**src/rtl/rle_pkg.sv**
```systemverilog
// Shared definitions for the JPEG run-length encoder/decoder pair.
// Symbol layout is {run, level}; an all-zero symbol marks end of block.
package rle_pkg;

  localparam int RUN_W = 6;
  localparam int VAL_W = 8;
  localparam int ROW_N = 8;
  localparam int BLK_N = 64;
  localparam int ROW_W = ROW_N * VAL_W;
  localparam int COL_W = $clog2(ROW_N);
  localparam int POS_W = $clog2(BLK_N);

  typedef struct packed {
    logic [RUN_W-1:0] run;
    logic [VAL_W-1:0] level;
  } sym_t;

  localparam sym_t EOB_SYM = 14'h0000;

  function automatic logic is_eob(sym_t s);
    return s == EOB_SYM;
  endfunction

endpackage

```
**src/rtl/rle_dec_row_if.sv**
```systemverilog
// Symbol-in / row-out handshake bundle of the RLE decoder.
// slave is the decoder view, master the producer/consumer view.
interface rle_dec_row_if;
  import rle_pkg::*;

  sym_t             sym_in;
  logic             sym_valid;
  logic             sym_ready;
  logic [ROW_W-1:0] out;
  logic             out_valid;
  logic             out_ready;
  logic             blk_done;
  logic             err;

  modport slave (
    input  sym_in, sym_valid, out_ready,
    output sym_ready, out, out_valid, blk_done, err
  );

  modport master (
    output sym_in, sym_valid, out_ready,
    input  sym_ready, out, out_valid, blk_done, err
  );

endinterface

```
**src/rtl/rle_row_asm.sv**
```systemverilog
// Eight-byte row assembler: writes one coefficient per strobe and
// publishes the completed row through a valid/ready output register.
module rle_row_asm
  import rle_pkg::*;
(
  input  logic             clk,
  input  logic             rst_n,
  input  logic             i_we,
  input  logic [COL_W-1:0] i_col,
  input  logic [VAL_W-1:0] i_byte,
  input  logic             i_last,
  input  logic             i_out_ready,
  output logic [ROW_W-1:0] o_row,
  output logic             o_valid,
  output logic             o_blk_done
);

  logic [ROW_W-1:0] r_row;
  logic [ROW_W-1:0] w_row;
  logic             w_done;

  // Coefficient 0 sits in the top byte of the row
  always_comb begin
    w_row = r_row;
    for (int k = 0; k < ROW_N; k++) begin
      if (i_col == COL_W'(k))
        w_row[(ROW_N-1-k)*VAL_W +: VAL_W] = i_byte;
    end
  end

  assign w_done = i_we & (i_col == COL_W'(ROW_N-1));

  always_ff @(posedge clk or negedge rst_n) begin
    if (!rst_n) begin
      r_row      <= '0;
      o_row      <= '0;
      o_valid    <= 1'b0;
      o_blk_done <= 1'b0;
    end else begin
      o_blk_done <= 1'b0;
      if (i_we)
        r_row <= w_row;
      if (w_done) begin
        o_row      <= w_row;
        o_valid    <= 1'b1;
        o_blk_done <= i_last;
      end else if (o_valid & i_out_ready) begin
        o_valid <= 1'b0;
      end
    end
  end

endmodule

```
**src/rtl/rle_dec_row.sv**
```systemverilog
// Run-length decoder: expands {run, level} symbols into 64-coefficient
// blocks delivered as eight 64-bit rows.
module rle_dec_row
  import rle_pkg::*;
(
  input  logic           clk,
  input  logic           reset,
  rle_dec_row_if.slave   bus
);

  logic [POS_W-1:0] r_pos;
  logic [RUN_W-1:0] r_zrun;
  logic [VAL_W-1:0] r_lvl;
  logic             r_have;
  logic             r_eob;
  logic             r_err;

  sym_t             w_sym;
  logic             w_stall;
  logic             w_acc;
  logic             w_prod;
  logic             w_over;
  logic             w_last;
  logic [POS_W:0]   w_sum;
  logic [VAL_W-1:0] w_byte;

  assign w_sym   = bus.sym_in;
  assign w_stall = bus.out_valid & ~bus.out_ready;

  assign bus.sym_ready = reset & ~w_stall & ~r_have
                       & (r_zrun == '0) & ~r_eob;

  assign w_acc  = bus.sym_valid & bus.sym_ready;
  assign w_sum  = {1'b0, r_pos} + (POS_W+1)'(w_sym.run);
  assign w_over = w_sum > (POS_W+1)'(BLK_N-1);
  assign w_last = r_pos == POS_W'(BLK_N-1);

  assign w_prod = ~w_stall & (r_eob | (r_zrun != '0) | r_have);
  assign w_byte = (r_eob | (r_zrun != '0)) ? '0 : r_lvl;

  // Accept never coincides with production, so the two updates are disjoint
  always_ff @(posedge clk or negedge reset) begin
    if (!reset) begin
      r_pos  <= '0;
      r_zrun <= '0;
      r_lvl  <= '0;
      r_have <= 1'b0;
      r_eob  <= 1'b0;
      r_err  <= 1'b0;
    end else begin
      if (w_acc) begin
        if (is_eob(w_sym)) begin
          r_eob <= 1'b1;
        end else if (w_over) begin
          r_eob <= 1'b1;
          r_err <= 1'b1;
        end else begin
          r_zrun <= w_sym.run;
          r_lvl  <= w_sym.level;
          r_have <= 1'b1;
        end
      end
      if (w_prod) begin
        r_pos <= r_pos + POS_W'(1);
        if (r_eob) begin
          if (w_last)
            r_eob <= 1'b0;
        end else if (r_zrun != '0) begin
          r_zrun <= r_zrun - RUN_W'(1);
        end else begin
          r_have <= 1'b0;
        end
      end
    end
  end

  assign bus.err = r_err;

  rle_row_asm u_asm (
    .clk         (clk),
    .rst_n       (reset),
    .i_we        (w_prod),
    .i_col       (r_pos[COL_W-1:0]),
    .i_byte      (w_byte),
    .i_last      (w_last),
    .i_out_ready (bus.out_ready),
    .o_row       (bus.out),
    .o_valid     (bus.out_valid),
    .o_blk_done  (bus.blk_done)
  );

endmodule
```
**src/flat_wrapper.sv**
```systemverilog
// flat-port wrapper written by rule: the top's interface ports become plain ports
module rle_dec_row_flat import rle_pkg::*;
  (clk, reset, bus_sym_in, bus_sym_valid, bus_out_ready, bus_sym_ready, bus_out, bus_out_valid, bus_blk_done, bus_err);
  rle_dec_row_if bus_i ();
  input  logic clk;
  input  logic reset;
  input wire logic [$bits(bus_i.sym_in)-1:0] bus_sym_in;
  input wire logic [$bits(bus_i.sym_valid)-1:0] bus_sym_valid;
  input wire logic [$bits(bus_i.out_ready)-1:0] bus_out_ready;
  output wire logic [$bits(bus_i.sym_ready)-1:0] bus_sym_ready;
  output wire logic [$bits(bus_i.out)-1:0] bus_out;
  output wire logic [$bits(bus_i.out_valid)-1:0] bus_out_valid;
  output wire logic [$bits(bus_i.blk_done)-1:0] bus_blk_done;
  output wire logic [$bits(bus_i.err)-1:0] bus_err;
  assign bus_i.sym_in = bus_sym_in;
  assign bus_i.sym_valid = bus_sym_valid;
  assign bus_i.out_ready = bus_out_ready;
  assign bus_sym_ready = bus_i.sym_ready;
  assign bus_out = bus_i.out;
  assign bus_out_valid = bus_i.out_valid;
  assign bus_blk_done = bus_i.blk_done;
  assign bus_err = bus_i.err;
  rle_dec_row u_core (.clk(clk), .reset(reset), .bus(bus_i));
endmodule
```
**config.mk**
```make
export PLATFORM = sky130hd
export DESIGN_NAME = rle_dec_row_flat
export DESIGN_NICKNAME = d
export VERILOG_FILES = /design/src/rtl/rle_pkg.sv /design/src/rtl/rle_dec_row_if.sv /design/src/rtl/rle_row_asm.sv /design/src/rtl/rle_dec_row.sv /design/src/flat_wrapper.sv
export SDC_FILE = /design/constraint.sdc
export NUM_CORES = 1
export LEC_CHECK = 0
export ABC_AREA = 1
export CAP_MARGIN = 20
export CORE_ASPECT_RATIO = 1.1
export CORE_MARGIN = 5
export CORE_UTILIZATION = 55
export CTS_BUF_LIST = sky130_fd_sc_hd__clkbuf_4 sky130_fd_sc_hd__clkbuf_8 sky130_fd_sc_hd__clkbuf_16
export DETAILED_ROUTE_END_ITERATION = 6
export PLACE_DENSITY = 0.87
export SLEW_MARGIN = 10
export SYNTH_ARGS = -nofsm -noshare
export SYNTH_HDL_FRONTEND = slang
export SYNTH_SLANG_ARGS = --single-unit
```
**constraint.sdc**
```tcl
create_clock -name clk -period 2.5 [get_ports clk]
set_clock_uncertainty 0.1 [all_clocks]
set_input_delay 0.25 -clock clk [delete_from_list [all_inputs] [get_ports clk]]
set_output_delay 0.25 -clock clk [all_outputs]
set_load 0.02 [all_outputs]
```
==> flow_summary.toml <==
[synthesis]
muxShareOfSynthArea = 0
synth.most_common_cell = "nand2_1"
synthTopCellsByArea = "dfrtp_1 (54%), nand2_1 (23%), o21ai_0 (5.5%), inv_1 (4.1%), ha_1 (2.2%)"
synth.distinct_cells = 27
synthSimpleGateAreaFrac = 0.271
synth_xor_area_frac = 0.00917
ys_top_cells_by_count = "nand2_1 (410), dfrtp_1 (145), inv_1 (73), o21ai_0 (73), nor2_1 (28)"
synthAdderAreaFrac = 0.0254
avgSynthCellArea_um2 = 7.92
yosysWarnings = 0
synth_cells = 844
syn_area_mm2 = 0.00669
synth_top_family_by_area = "simple AND/OR/NAND/NOR gates"
synth_edf_count = 0
synth_flop_cell = "dfrtp_1"
ys_async_sr_fraction = 1.00
synth_top_cell_area_share = 0.543
synth-seq-cells = 145
yosysTopAreaCell = "dfrtp_1"
synth.net_count = 875
synth_compound_area_frac = 0.0782
yosysSeqAreaShare = 0.543

[setup_path]
crit_path_cell_trace = "inv_1 > ha_1 > nand3_2 > nor2_4 > nand3_2 > inv_1 > dlygate4sd2_1"
max_stage_delay_ps = 400
critical_path_class = "flip-flop to output pin"
crit-reg2reg-launch = "u_core.r_zrun[0]$_DFF_PN0_"
required_ps = 2150
cp_max_fo = 3
cp-end-kind = "output pin"
setup.worst_path.start_class = "flip-flop"
crit_start = "u_core.r_zrun[0]$_DFF_PN0_"
slowest_stage = "dfrtp_1"
crit_arrival_ps = 1940

[clock_network]
cts_tree = "yes"
cts-root-buf = "clkbuf_16"
clkSinkCount = 145
cts_buffers = 17
cts_htree_levels = 4
path_clk_slew_ps = 60
insertion_delay_ps = 420
cts.path.max_buffers = 2

[cells_and_area]
area_delta_synth_final_pct = 24.8
design_area_mm2 = 0.00835
stdcell_count = 1097
antenna_cells = 0
drive_gt1_frac = 0.0679
nets = 961

[hold_path]
hold_class = "input pin to flip-flop"
min-delay-start = "bus_sym_in[7]"

[grt]
groute.usage.overall = 0.225
antenna_found_initial = 0
grt_pass1_wl_um = 25900
grt_max_degree = 146
grt_overflow_total = 0
grt_pass1_vias = 5332

[flow_run]
cap_viol_max_count = 0

[timing]
worst_pin_slew_ps = 794
drv_slew = 0
grt_setup_unrepaired = "no"
fin_crit_sh = 0.918
relSlewSlack = 0.471
fin_tns_setup_ps = 0
finalSetupViolCount = 0
fmaxAchievable_ghz = 0.436
period_needed_ps = 2290
hold_violations = 0

[power]
vdd.ir_drop.worst_mv = 0.503
powerDensity_mw_per_mm2 = 1030
p_leak_nw = 4.31

[floorplan]
num_rows = 42
core_area_mm2 = 0.0120
die_y_um = 126
initial_utilization = 0.558
dieArea_mm2 = 0.0145
die_w_um = 115
pin_count = 86

[drt]
wl_um = 15700
viasPerCell = 5.15
dr.pass1.iters = 5
drt-initial-drc-count = 461
drc_errors = 0
post_drt_wl_per_cell_um = 14.4
vias = 5649
ant_nets = 0

[place]
dp_hpwl_um = 10300
placed_area_mm2 = 0.00770
routabilityCongestion = 0.823
placement.io_buffers = 85
dp_cells = 1064

[run_status]
status = "complete, no violations"
what timing repair did:
item | in CTS | in global routing
hold buffers | 1 | 0
endpoints found under the setup margin | 1 | 0
endpoints found under the hold margin | 145 | 0
resized for setup | 1 | 0
setup buffers | 0 | 0
where the power goes:
part / switching [mW] / internal [mW]
combinational: 1.74 / 0.967
sequential: 0.314 / 2.86
clock: 0.960 / 1.75
area by class of cell:
class | count | area, um^2
multi-input cells | 585 | 2570
flip-flops and latches | 145 | 3630
clock inverters | 10 | 158
fillers | 898 | 3630
well taps | 154 | 193
clock buffers | 22 | 475
repair buffers | 103 | 1030
inverters | 78 | 293
per-stage QoR:
step	hold slack (ps)	utilization	power [mW]	setup WS, ps
after global placement	354	0.643	5.79	245
after detailed placement	358	0.643	5.89	200
final	308	0.697	8.59	205
after global routing	325	0.697	9.09	68.5
after floorplan	-146	-	4.92	497
after CTS	303	0.697	8.62	175
final timing paths:
kind                                                      end  slack, ps  cells after the start
max in group asynchronous  u_core.u_asm.r_row[55]$_DFFE_PN0P_       1250                      3
max reg2reg                u_core.u_asm.o_row[13]$_DFFE_PN0P_        210                     11
min reg2reg                u_core.u_asm.o_row[22]$_DFFE_PN0P_        370                      2
min in group asynchronous   u_core.u_asm.o_row[4]$_DFFE_PN0P_        420                      3
max                                             bus_sym_ready        210                      7
min                               u_core.r_lvl[7]$_DFFE_PN0P_        310                      3
sequential cells by signal, summed over array words and instances (netlist names):
| name | flops |
|---|---|
| u_core.r_have | 1 |
| u_core.bus.err | 1 |
| u_core.u_asm.o_blk_done | 1 |
| u_core.r_eob | 1 |
| u_core.u_asm.o_valid | 1 |
| u_core.r_lvl | 8 |
| u_core.u_asm.r_row | 56 |
| u_core.r_pos | 6 |
| u_core.u_asm.o_row | 64 |
| u_core.r_zrun | 6 |
placed cells by master (no fill, tap or decap), types with 3 or more instances in the layout:
master and instances:
inv_1 73, xor2_1 7, o21ai_0 73, clkbuf_4 3, clkinv_2 3, bufinv_16 4
nand2_1 410, a21oi_1 13, o21ai_1 12, clkbuf_16 17, ha_1 12, nor2_4 3
dfrtp_1 145, nand3_1 15, buf_12 3, buf_4 14, clkdlybuf4s50_1 83, clkinvlp_4 3
inv_2 4, nor2_1 28
layer usage:
| metal | vias to the layer above | global-route usage | routed length [um] |
|---|---|---|---|
| li1 | 2753 | - | - |
| met3 | 41 | 0.0446 | 840 |
| met5 | - | 0 | 0 |
| met1 | 2671 | 0.302 | 6660 |
| met2 | 184 | 0.358 | 7740 |
| met4 | 0 | 0.0912 | 511 |
cells by family (layout without fill, tap and decap cells):
group,count (synthesis),after routing
adders and majority gates,13,13
and+or+nand+nor,464,464
xor gates and xnor gates,7,7
buffers and inverters,114,213
DFF,145,145
AOI/OAI and AO/OA,101,101
critical path: cells and delay by family, from the launching register on:
kind	cells	cell delay, ps
AND/OR/NAND/NOR	3	450
adder cells (fa/ha/maj)	1	210
flip-flops	1	400
buffers and inverters	3	480
(Power assumes the default switching activity.)
